[config.mk]
export PLATFORM = sky130hd
export DESIGN_NAME = io_step_controller_flat
export DESIGN_NICKNAME = d
export VERILOG_FILES = /design/src/rtl/io_step_controller_pkg.sv /design/src/rtl/io_step_controller_if.sv /design/src/rtl/io_step_controller_btn_debouncer.sv /design/src/rtl/io_step_controller.sv /design/src/flat_wrapper.sv
export SDC_FILE = /design/constraint.sdc
export NUM_CORES = 1
export LEC_CHECK = 0
export CAP_MARGIN = 10
export CORE_MARGIN = 2
export CORE_UTILIZATION = 51
export DETAILED_ROUTE_END_ITERATION = 12
export GPL_TIMING_DRIVEN = 1
export MAX_ROUTING_LAYER = met4
export PLACE_DENSITY = 0.89
export SLEW_MARGIN = 20
export SYNTH_ARGS = -nofsm -noshare
export SYNTH_HDL_FRONTEND = slang
export SYNTH_HIERARCHICAL = 1
export SYNTH_SLANG_ARGS = --single-unit
[constraint.sdc]
create_clock -name clk -period 3.4 [get_ports clk]
set_clock_uncertainty 0.1 [all_clocks]
set_input_delay 1.02 -clock clk [delete_from_list [all_inputs] [get_ports clk]]
set_output_delay 1.02 -clock clk [all_outputs]
set_load 0.03 [all_outputs]
[src/rtl/io_step_controller_pkg.sv]
// Shared definitions for the I/O step controller.
//   state_t             : FSM encodings (3-bit)
//   KIND_IN / KIND_OUT  : value of the kind register for in / out instructions
//   DEBOUNCE_CYCLES_DEF : default debounce length (board clock)
package io_step_controller_pkg;
  typedef enum logic [2:0] {
    IDLE         = 3'd0,
    ARM          = 3'd1,
    WAIT_PRESS   = 3'd2,
    WAIT_RELEASE = 3'd3,
    COMMIT       = 3'd4
  } state_t;

  localparam logic KIND_IN  = 1'b0;
  localparam logic KIND_OUT = 1'b1;

  localparam int DEBOUNCE_CYCLES_DEF = 1_000_000;
endpackage

[src/rtl/io_step_controller_if.sv]
// Core-side handshake between the decoder/datapath and the I/O step controller.
//   in_req, out_req : decoder strobes for the in / out instruction
//   out_data        : value to display for out
//   halt, commit    : stall and one-cycle retire pulse back to the core
//   in_data         : captured switch value for the register write path
// master = core side, slave = controller.
interface io_step_controller_if;
  logic        in_req;
  logic        out_req;
  logic [31:0] out_data;
  logic        halt;
  logic        commit;
  logic [31:0] in_data;

  modport master (output in_req, out_req, out_data, input halt, commit, in_data);
  modport slave  (input in_req, out_req, out_data, output halt, commit, in_data);
endinterface

[src/rtl/io_step_controller_btn_debouncer.sv]
// Button conditioner: 2-FF synchronizer followed by a level debouncer.
//   clk, rst : clock, synchronous active-high reset
//   btn      : raw asynchronous button
//   db       : debounced level; flips after DEBOUNCE_CYCLES consecutive
//              synchronized samples that differ from it
module btn_debouncer #(
  parameter int DEBOUNCE_CYCLES = 4
) (
  input  logic clk,
  input  logic rst,
  input  logic btn,
  output logic db
);
  localparam int CW = $clog2(DEBOUNCE_CYCLES + 1);

  logic          sync1, sync2;
  logic [CW-1:0] cnt;

  always_ff @(posedge clk) begin
    if (rst) begin
      sync1 <= 1'b0;
      sync2 <= 1'b0;
      db    <= 1'b0;
      cnt   <= '0;
    end else begin
      sync1 <= btn;
      sync2 <= sync1;
      if (sync2 == db) begin
        cnt <= '0;
      end else if (cnt == CW'(DEBOUNCE_CYCLES - 1)) begin
        // this sample is the DEBOUNCE_CYCLES-th differing one
        db  <= sync2;
        cnt <= '0;
      end else if (cnt != CW'(DEBOUNCE_CYCLES)) begin
        cnt <= cnt + 1'b1;
      end
    end
  end
endmodule

[src/rtl/io_step_controller.sv]
// Stalls the core on in/out instructions until the operator confirms with a
// debounced press-and-release, then retires the instruction with one commit
// cycle. in captures the switches on the press; out latches the display on
// the commit edge.
//   clk, rst : clock, synchronous active-high reset
//   core     : decoder/core handshake (in_req, out_req, out_data, halt,
//              commit, in_data)
//   btn, sw  : raw confirm button and switches
//   display  : latched display value
//   busy     : FSM not idle
module io_step_controller
  import io_step_controller_pkg::*;
#(
  parameter int DEBOUNCE_CYCLES = DEBOUNCE_CYCLES_DEF,
  parameter int SW_W            = 18
) (
  input  logic                 clk,
  input  logic                 rst,
  io_step_controller_if.slave  core,
  input  logic                 btn,
  input  logic [SW_W-1:0]      sw,
  output logic [31:0]          display,
  output logic                 busy
);
  state_t            state, nxt;
  logic              kind;
  logic              db;
  logic [SW_W-1:0]   sw_s1, sw_s2;
  logic              req;

  btn_debouncer #(.DEBOUNCE_CYCLES(DEBOUNCE_CYCLES)) u_db (
    .clk (clk),
    .rst (rst),
    .btn (btn),
    .db  (db)
  );

  assign req  = core.in_req | core.out_req;
  assign busy = (state != IDLE);

  always_ff @(posedge clk) begin
    if (rst) begin
      state        <= IDLE;
      kind         <= KIND_IN;
      core.in_data <= '0;
      display      <= '0;
      sw_s1        <= '0;
      sw_s2        <= '0;
    end else begin
      state <= nxt;
      sw_s1 <= sw;
      sw_s2 <= sw_s1;
      // in wins if the decoder ever raises both strobes
      if (state == IDLE && req)
        kind <= core.out_req & ~core.in_req;
      if (state == WAIT_PRESS && db && kind == KIND_IN)
        core.in_data <= 32'(sw_s2);
      if (state == COMMIT && kind == KIND_OUT)
        display <= core.out_data;
    end
  end

  // halt is combinational so the stall covers the very cycle the request shows up
  always_comb begin
    nxt         = state;
    core.halt   = 1'b0;
    core.commit = 1'b0;
    case (state)
      IDLE: begin
        if (req) begin
          core.halt = 1'b1;
          nxt       = db ? ARM : WAIT_PRESS;
        end
      end
      ARM: begin
        core.halt = 1'b1;
        if (!db) nxt = WAIT_PRESS;
      end
      WAIT_PRESS: begin
        core.halt = 1'b1;
        if (db) nxt = WAIT_RELEASE;
      end
      WAIT_RELEASE: begin
        core.halt = 1'b1;
        if (!db) nxt = COMMIT;
      end
      COMMIT: begin
        core.commit = 1'b1;
        nxt         = IDLE;
      end
      default: nxt = IDLE;
    endcase
  end
endmodule

[src/flat_wrapper.sv]
// flat-port wrapper written by rule: the top's interface ports become plain ports
module io_step_controller_flat import io_step_controller_pkg::*;
#(
  parameter int DEBOUNCE_CYCLES = DEBOUNCE_CYCLES_DEF,
  parameter int SW_W            = 18
)
  (clk, rst, btn, sw, display, busy, core_in_req, core_out_req, core_out_data, core_halt, core_commit, core_in_data);
  io_step_controller_if core_i ();
  input  logic clk;
  input  logic rst;
  input  logic btn;
  input  logic [SW_W-1:0] sw;
  output logic [31:0] display;
  output logic busy;
  input wire logic [$bits(core_i.in_req)-1:0] core_in_req;
  input wire logic [$bits(core_i.out_req)-1:0] core_out_req;
  input wire logic [$bits(core_i.out_data)-1:0] core_out_data;
  output wire logic [$bits(core_i.halt)-1:0] core_halt;
  output wire logic [$bits(core_i.commit)-1:0] core_commit;
  output wire logic [$bits(core_i.in_data)-1:0] core_in_data;
  assign core_i.in_req = core_in_req;
  assign core_i.out_req = core_out_req;
  assign core_i.out_data = core_out_data;
  assign core_halt = core_i.halt;
  assign core_commit = core_i.commit;
  assign core_in_data = core_i.in_data;
  io_step_controller #(.DEBOUNCE_CYCLES(DEBOUNCE_CYCLES), .SW_W(SW_W)) u_core (.clk(clk), .rst(rst), .core(core_i), .btn(btn), .sw(sw), .display(display), .busy(busy));
endmodule
### Yosys cells after proc, flatten, opt, wreduce, memory -nomap -nowiden

Cells that the tools add are included.

| word-level totals | value |
|---|---|
| register bits after elaboration | 113 |
| bits in latches | 0 |
| RAM bits | 0 |
| memory bits (read-only) | 0 |
| input port bits | 55 |
| logic and storage cells | 46 |
| memories kept | 0 |

| cells by class | value |
|---|---|
| add/sub/neg operators | 1 |
| $mul | 0 |
| divide/modulo/power cells | 0 |
| $lt $le $gt $ge | 0 |
| equal/unequal tests | 11 |
| shifts and indexed selects | 0 |
| mux-type cells | 9 |
| bitwise gates (word level) | 5 |
| reductions and logical operators | 10 |

Operators with widths:

| kind | count |
|---|---|
| $add 20x1->20 const B | 1 |
| $eq 20x20->1 const B | 1 |
| $ne 20x20->1 const B | 1 |
| $mux 3 | 4 |
| $pmux 3 s4 | 1 |
| $eq 3x2->1 const B | 2 |
| $ne 2x2->1 const B | 3 |
| $reduce_or 3->1 | 2 |
| $logic_and 1x1->1 | 4 |
| $reduce_and 4->1 | 1 |
| $eq 3x1->1 const B | 1 |
| $eq 3x3->1 const B | 1 |
| $logic_not 3->1 | 1 |
| $not 1->1 | 3 |
| $reduce_bool 3->1 | 1 |
| $mux 1 | 2 |
| $mux 2 | 1 |
| $ne 2x1->1 const B | 1 |
| $pmux 1 s2 | 1 |
| $reduce_and 2->1 | 1 |
| $and 1x1->1 | 1 |
| $eq 1x1->1 | 1 |
| $or 1x1->1 | 1 |

### Logic depth before layout (Yosys ltp)

Gate-level depths: netlist of run 1.

| depth | value |
|---|---|
| word-level depth | 3 |
| gate-level depth with buffers | 7 |
| mapped depth without buffers | 6 |

### Cells and area by module

Netlist of run 1, hierarchy kept.

By module, submodules not included:

| module | instances | cells each | area an instance (µm²) |
|---|---|---|---|
| io_step_controller | 1 | 332 | 3200.6 |
| btn_debouncer | 1 | 126 | 1071.0 |

### Worst setup path before layout of run 1

No wires, ideal clock.

| timing path | value |
|---|---|
| path kind | input port to output port |
| from | input port core_out_req |
| to | output port core_halt |
| arrival time | 1.502 ns |
| required time | 2.280 ns |
| path slack | 0.778 ns |
| stages | 2 |
| path buffers | 0 |
| cell sequence | nor4_1 nor2_1 |

| between the ends | value |
|---|---|
| longest elaborated chain between the ends | 3 |

Ends and longest elaborated chain:

| element | line | source |
|---|---|---|
| from (decl) | flat_wrapper.sv:16 | `input wire logic [$bits(core_i.out_req)-1:0] core_out_req;` |
| $or 1x1->1 | io_step_controller.sv:38 | `assign req = core.in_req \| core.out_req;` |
| $mux 1 | io_step_controller.sv:70 | `if (req) begin` |
| $pmux 1 s2 | io_step_controller.sv:68 | `case (state)` |
| to (decl) | flat_wrapper.sv:18 | `output wire logic [$bits(core_i.halt)-1:0] core_halt;` |

No other way between the ends.

### Worst setup path in the final report of run 1

Ends and elaborated chain as after synthesis.

==> results.txt, run 1 <==
The initial cell density of the core was 52.25%. The Yosys warning count came out at 6. Critical path capture point type: an output pin. The fraction of final layout cells sized beyond drive strength 1 works out to 8.000%.

The number of port buffers was 107. After synthesis, the share of flip-flops with an asynchronous set or reset is 0%. In the routed design, unresolved DRC markers number 0. The critical path contains buffers and inverters numbering 2 combined. TritonCTS built the clock tree. Max-cap violations in this run came to 0.

The first-pass GRT wire length is 15.50 mm. At the pin with the least slew margin, the transition time is 0.7006 ns. Of all nets on the critical path, the largest fanout is 2. The fraction of synthesized cell area taken by the top area cell type is 52.96%.

For the final non-filler cell area, the log shows 0.005879 sq mm. Yosys attributes the largest share of cell area to dfxtp_1, nand2_1, nor2b_1, nand2b_1, a21oi_1. For the final max-slew violation count, the log shows 0.

Fraction of the yosys area taken by sequential cells: 52.96%. Post-CTS timing repair inserted 0 buffers for setup. The static leakage is 1.989 nW. The worst slack at placement is -0.1924 ns. For this design the ratio of total power to cell area is 527.8 mW/mm^2. The run gives 113 as the sink count of the clock tree.

The flow ran to the end, and the final reports show no timing, DRC or antenna violations. Startpoint type of the worst setup path: an input pin. The kind of cell with the highest combined delay along the critical path is buffers and inverters. The final layout contains 619 nets. For the detailed-router iteration count before antenna repair, the log shows 4. The critical path goes through clkdlybuf4s50_1 > nor4_2 > nor2_1 > dlygate4sd2_1. The mean cell area of the mapped netlist is 9.327 sq um, and the smallest setup slack after layout is 0.08102 ns. The tools report the reg-to-reg critical path endpoint as u_core/u_db/cnt[5]$_SDFFE_PP0P_. The combined global-route utilization of all metal layers is 22.82%.

The number of placement rows came out at 33. In this run the tightest slew margin relative to its limit is 53.29%. Last weighted congestion value of the routability-driven placer: 0.8223.

Once layout is complete, the cells apart from fillers number 680. By count the netlist is led by dfxtp_1, nand2_1, a21oi_1, nor2b_1, nand2b_1. At the later pin of the worst-skew pair, clock insertion delay measures 0.50 ns. Clock tree synthesis selected as its root buffer the cell clkbuf_8. The met1 routing resource usage after global routing is 24.30%.

The worst min-delay path class was flop to flop. After detailed placement, the design holds a cell count of 648. The tools report the standard cell core area as 0.008175 sq mm.

For the worst setup path, the data required time is 2.28 ns. Setup repair after global routing left no endpoint under its margin. met2 is the most crowded layer. 0 antenna diodes ended up in the layout.

The leftover overflow at the end of global routing is 0, and the violation count after the first detailed-routing iteration is 155. The H-tree generated during clock tree synthesis spans 4 levels. The logs give 0 for the remaining antenna violation count and 17 for the number of buffers added by the clock tree synthesis step.

Clock slew seen by the registers of the worst setup and hold paths: 0.06 ns. The routed wire length is 10.09 mm. In this run the register-to-register setup slack is 0.87 ns. The synthesis-to-layout area growth is 37.64%. The die covers 0.009124 sq mm.

The overall die width came out at 95.52 um. The startpoint of the lowest-slack register-to-register path is u_core/u_db/cnt[9]$_SDFFE_PP0P_. The largest single stage delay on the critical path is 0.44 ns. Among all stages on the critical path, the largest delay is contributed by clkdlybuf4s50_1.

Critical path class: input pin to output pin. After synthesis the cells add up to 0.004272 sq mm. Setup violations remaining at the end of the flow were counted as 0.

The initial antenna violation count was 0; the distinct cell type count of the synthesized netlist was 38. The biggest area contributor in the post-synthesis netlist is dfxtp_1. Count of cells along the worst hold path: 1. The placed wire-length estimate is 6.233 mm, and the routing usage on met2 is 39.51%. The global routing met3 resource utilization is 6.166%, and the number of register bits inferred by synthesis is 113.

Measured in cells, the most critical reg-to-reg path has a length of 4. The final total negative setup slack was 0 ns; the signal arrival time at the worst endpoint was 2.20 ns. After detailed placement, the total cell area comes to 0.005325 sq mm. Yosys instantiated no cell more often than dfxtp_1.

The synthesized design contains 0 enable-type register cells. Fraction of the core area covered by cells at the end of the flow: 71.92%. The critical hold path startpoint was u_core/sw_s1[4]$_SDFF_PP0_.

After detailed routing, the number of vias per cell comes to 5.051. For the number of endpoints with negative hold slack in the final report, the log shows 0. The floorplan step set the die height to 95.52 um. The via count of the first global-routing pass is 3320, and the worst-case vdd ir drop is 0.3443 mV. The path with the worst hold slack has its endpoint at u_core/sw_s2[4]$_SDFF_PP0_. Entering global routing, the biggest net connects 111 pins.

The final cycle utilization of the critical path came out at 97.62%. The final route contains 3435 vias. The synthesized instance count came out at 458. During I/O placement, the number of pins put on the boundary was 122. Derived from the worst setup path, the maximum achievable clock frequency is 301.3 MHz. The most used flip-flop cell after synthesis is dfxtp_1.

The mean routed wirelength per cell was 14.83 um; the minimum clock period after layout was 3.319 ns. For the largest buffer count on any clock path, the log shows 2.
[metrics by stage]
step	power (mW)	hold WS (ns)
global route	3.200	0.3511
global placement	1.526	0.3161
detailed placement	1.531	0.3246
CTS	3.119	0.3374
finish	3.103	0.3337
floorplan	1.463	0.3138
[sequential cells by signal, summed over array words and instances, names as in the netlist]
| signal | flops |
|---|---|
| u_core/sw_s2 | 18 |
| u_core/u_db/cnt | 20 |
| u_core/core.in_data | 18 |
| u_core/u_db/sync2 | 1 |
| u_core/u_db/sync1 | 1 |
| u_core/display | 32 |
| u_core/sw_s1 | 18 |
| u_core/kind | 1 |
| u_core/state | 3 |
| u_core/u_db/db | 1 |
[layer usage]
| layer | part of all wire (%) | wire (um) |
|---|---|---|
| met5 | 0 | 0 |
| met4 | 2.1 | 213 |
| met1 | 39 | 3958 |
| met3 | 5.8 | 585 |
| met2 | 53 | 5328 |
[cells by family (layout without fill, tap and decap cells)]
logic type / after synthesis / count (layout) / synth area share (%)
AND/OR/NAND/NOR: 205 / 205 / 25.40
flip-flops: 113 / 113 / 52.96
AO/OA/AOI/OAI: 60 / 60 / 7.791
buffers and inverters: 49 / 153 / 6.913
multiplexers: 18 / 18 / 4.218
XOR/XNOR: 10 / 10 / 2.051
adder cells (fa/ha/maj): 2 / 2 / 0.5857
other: 1 / 14 / 0.08779
[final cells by class]
| class | count | area, sq um |
|---|---|---|
| Timing Repair Buffer | 113 | 1122 |
| Clock buffer | 17 | 414.1 |
| Tap cell | 105 | 131.4 |
| Multi-Input combinational cell | 309 | 1784 |
| Fill cell | 532 | 2296 |
| Sequential cell | 113 | 2262 |
| Clock inverter | 15 | 135.1 |
| Inverter | 8 | 30.03 |
[cells in the final DEF (no fill, tap or decap), types with 3 or more instances in the layout]
| master | Yosys | routed |
|---|---|---|
| mux2i_1 | 18 | 18 |
| clkbuf_16 | 0 | 16 |
| nor2b_1 | 39 | 39 |
| clkinv_2 | 0 | 3 |
| o31ai_1 | 3 | 3 |
| clkdlybuf4s50_1 | 0 | 105 |
| nand3_1 | 7 | 7 |
| dfxtp_1 | 113 | 113 |
| clkinvlp_4 | 0 | 5 |
| a21oi_1 | 44 | 44 |
| buf_4 | 15 | 5 |
| inv_1 | 8 | 8 |
| nor3_1 | 9 | 9 |
| xnor2_1 | 8 | 8 |
| conb_1 | 1 | 14 |
| or3_1 | 7 | 7 |
| inv_6 | 0 | 3 |
| nand2_1 | 72 | 72 |
| nand2b_1 | 38 | 38 |
| nor2_1 | 14 | 14 |
| clkinv_4 | 0 | 3 |
| or4_1 | 7 | 7 |
| o21ai_0 | 7 | 7 |
[timing repair]
action                     4_1_cts  5_1_grt
gates resized for setup          1        1
hold buffers                     0        0
gates cloned                     0        0
setup endpoints to repair        1        1
[worst max-delay path by stage]
stage / slack, ns / depth (start not counted) / startpoint / end
after floorplan: 0.78 / 2 / core_out_req / core_halt
after global placement: -0.14 / 4 / core_out_req / core_halt
after detailed placement: -0.19 / 4 / core_out_req / core_halt
after CTS: 0.04 / 4 / core_out_req / core_halt
after global routing: 0.007 / 4 / core_out_req / core_halt
final: 0.08 / 4 / core_out_req / core_halt
[power breakdown]
group	switching (mW)	internal, mW
logic	0.0658	0.0829
clock network	0.627	0.970
registers	0.00986	1.35
No activity file was read; power rests on OpenSTA's default activity.
==> run 2: changes to the inputs <==
--- a/config.mk
+++ b/config.mk
@@ -6,6 +6,7 @@
 export NUM_CORES = 1
 export LEC_CHECK = 0
 export CAP_MARGIN = 10
+export CORE_ASPECT_RATIO = 0.5
 export CORE_MARGIN = 2
 export CORE_UTILIZATION = 51
 export DETAILED_ROUTE_END_ITERATION = 12
==> run 2 against run 1 <==
  * Sequential power is essentially flat
  * Setup slack lost 0.032 ns
  * Combinational power is essentially flat
  * Highest routed layer unchanged
==> results.txt, run 2 (same netlist as run 1, synthesis figures left out) <==
The flow ran to the end, and the final reports show no timing, DRC or antenna violations. The leftover overflow at the end of global routing is 0 (unchanged). Worst min-delay path class: flop to flop (unchanged). The total inserted antenna cells came out at 0 (unchanged). For the static leakage, the log shows 2.023 nW (was 1.989 nW). The number of flip-flops in the largest register was 32 (unchanged). The power density relative to cell area is 554.8 mW/mm^2 (was 527.8 mW/mm^2). TritonCTS built the clock tree.

The actual slew at the worst max-slew pin is 0.8528 ns (was 0.7006 ns). The detailed-router iteration count before antenna repair is 5 (was 4), and the max-capacitance violation count is 0 (unchanged). The placed wire-length estimate is 5.980 mm (was 6.233 mm).

Top flop regs: u_core/display x32, u_core/u_db/cnt x20 (unchanged). The routing usage on met2 was 40.91% (was 39.51%); the routed wire length was 9.876 mm (was 10.09 mm). Most common library cell in the layout ignoring fill and taps: dfxtp_1 (unchanged).

Clock slew seen by the registers of the worst setup and hold paths: 0.05 ns (was 0.06 ns). The final total power was 3.293 mW (was 3.103 mW); the layout net count was 619 (unchanged). For the maximum number of pins on one net before global-route repair, the log shows 113 (was 111). The tools report the number of endpoints with negative hold slack in the final report as 0 (unchanged). Chain of cells forming the critical path: clkdlybuf4s50_1 > nor4_1 > nor2_1 > dlygate4sd2_1 (was clkdlybuf4s50_1 > nor4_2 > nor2_1 > dlygate4sd2_1).

The maximum level of the CTS H-tree came out at 4 (unchanged). The remaining antenna violation count came out at 0 (unchanged). The footprint of the flip-flops and latches is 0.002262 sq mm (unchanged), and the boundary pin count is 122 (unchanged). The tools report the cell at the root of the clock tree as clkbuf_16 (was clkbuf_8).

The critical-path cell with the highest stage delay was clkdlybuf4s50_1 (unchanged). The combined global-route utilization of all metal layers was 22.63% (was 22.82%). The final cycle utilization of the critical path is 98.56% (was 97.62%). The maximum clock rate was 298.4 MHz (was 301.3 MHz). The worst-case vdd ir drop is 0.3514 mV (was 0.3443 mV).

The run gives 43.06% (was 53.29%) as the worst max-slew margin expressed relative to the limit. The synthesis-to-layout area growth works out to 38.96% (was 37.64%). The vias per cell was 4.895 (was 5.051); the longest individual stage delay on the worst path was 0.42 ns (was 0.44 ns). Data required time of the critical path: 2.28 ns (about the same).

The non-filler instance count after layout came out at 687 (was 680). The tools report the insertion delay of the later-clocked pin in the worst-skew pair as 0.41 ns (was 0.50 ns). The logs give 2 (unchanged) for the largest buffer count on any clock path and 0 (unchanged) for the number of setup violations in the final report.

The multi-input gate area in the final layout was 0.001778 sq mm (was 0.001784 sq mm). The total placed cells including tap cells is 655 (was 648), and the residual DRC count is 0 (unchanged). Setup repair after global routing left no endpoint under its margin. The run gives 0.008058 sq mm (was 0.008175 sq mm) as the standard cell core area.

The final max-slew violation count came out at 0 (unchanged). The number of port buffers came out at 107 (unchanged). The total of fill cells in the finished design came out at 528 (was 532).

The logs give 23 (was 33) for the number of placement rows and 0 (unchanged) for the initial antenna violation count. The layer with the highest usage after global routing is met2 (unchanged). The mean routed wirelength per cell came out at 14.38 um (was 14.83 um). The die height came out at 68.72 um (was 95.52 um). The violation count after the first detailed-routing iteration was 232 (was 155); the met1 routing resource usage after global routing was 22.94% (was 24.30%). The critical path class was input pin to output pin (unchanged). The global routing met3 resource utilization came out at 7.895% (was 6.166%). The top register by number of flip-flops was u_core/display (unchanged).

The sink count of the clock tree is 113 (unchanged). Fraction of final layout cells sized beyond drive strength 1: 7.826% (was 8.000%). The via count of the first global-routing pass was 3199 (was 3320). The detailed-route via count is 3363 (was 3435). Minimum clock period after layout: 3.351 ns (was 3.319 ns). The tools report the critical path capture point type as an output pin (unchanged). The signal arrival time at the worst endpoint is 2.23 ns (was 2.20 ns). Commonest non-fill, non-tap cells in the layout: dfxtp_1, clkdlybuf4s50_1, nand2_1, a21oi_1, nor2b_1 (unchanged). The number of buffers added by the clock tree synthesis step was 17 (unchanged). The overall die width works out to 133.4 um (was 95.52 um). The first-pass GRT wire length came out at 15.33 mm (was 15.50 mm). The initial cell density of the core is 53.01% (was 52.25%).

The tools report the startpoint type of the worst setup path as an input pin (unchanged). The run gives 0.7625 (was 0.8223) as the last weighted congestion value of the routability-driven placer. The top fanout value on the critical path was 2 (unchanged); the total die area was 0.009168 sq mm (was 0.009124 sq mm).
-- run 2: cell count changes in the layout (fill, tap and decap cells not counted), sizes merged --
cell	previous run	this run
bufinv	1	3
inv	11	9
clkbuf	17	18
clkinv	6	7
clkinvlp	5	3
-- run 2: worst max-delay path, delay by kind of cell --
kind                   cells  cell delay (ns)
buffers and inverters      2             0.79
AND/OR/NAND/NOR            2             0.42
-- run 2: repair_timing --
| item | in CTS | in global routing |
|---|---|---|
| buffers inserted | 0 | 0 |
| resized for setup | 1 | 0 |
| endpoints found under the setup margin | 1 | 0 |
| hold buffers | 0 | 0 |
-- run 2: area by class of cell --
class / count / share of cell area (%)
Sequential cell: 113 / 38.11
Tap cell: 112 / 2.361
Timing Repair Buffer: 113 / 18.91
Clock inverter: 14 / 2.761
Clock buffer: 18 / 7.399
Inverter: 8 / 0.5059
Multi-Input combinational cell: 309 / 29.95
-- run 2: power by group --
group	switching [mW]	leakage (nW)	internal, mW
logic	0.0642	0.813	0.0824
registers	0.00942	0.919	1.35
clock network	0.623	0.292	1.17
-- run 2: stage by stage --
step                      worst slack [ns]  hold slack, ns  TNS (ns)  util [%]  cell area (sq um)
after floorplan                     0.7776          0.3138         0         -               4320
final                              0.04895          0.3315         0     73.66               5936
after global placement             -0.1440          0.3170   -0.1440     66.20               5334
after global routing               0.01333          0.3528         0     73.66               5936
after detailed placement           -0.1893          0.3204   -0.1893     66.20               5334
after CTS                          0.05112          0.3331         0     73.66               5936
-- run 2: path summary, 6_finish.rpt --
kind / cells after the start / slack [ns] / start / to
setup / recovery: 4 / 0.05 / core_out_req / core_halt
hold / removal: 1 / 0.33 / u_core/sw_s1[15]$_SDFF_PP0_ / u_core/sw_s2[15]$_SDFF_PP0_
setup reg to reg: 4 / 0.90 / u_core/u_db/cnt[7]$_SDFFE_PP0P_ / u_core/u_db/cnt[11]$_SDFFE_PP0P_
hold reg to reg: 1 / 0.33 / u_core/sw_s1[15]$_SDFF_PP0_ / u_core/sw_s2[15]$_SDFF_PP0_
-- run 2: metal layers --
layer / wire (um) / vias up
li1: - / 1696
met1: 4040 / 1556
met2: 5269 / 86
met3: 343 / 25
met4: 223 / 0
met5: 0 / -
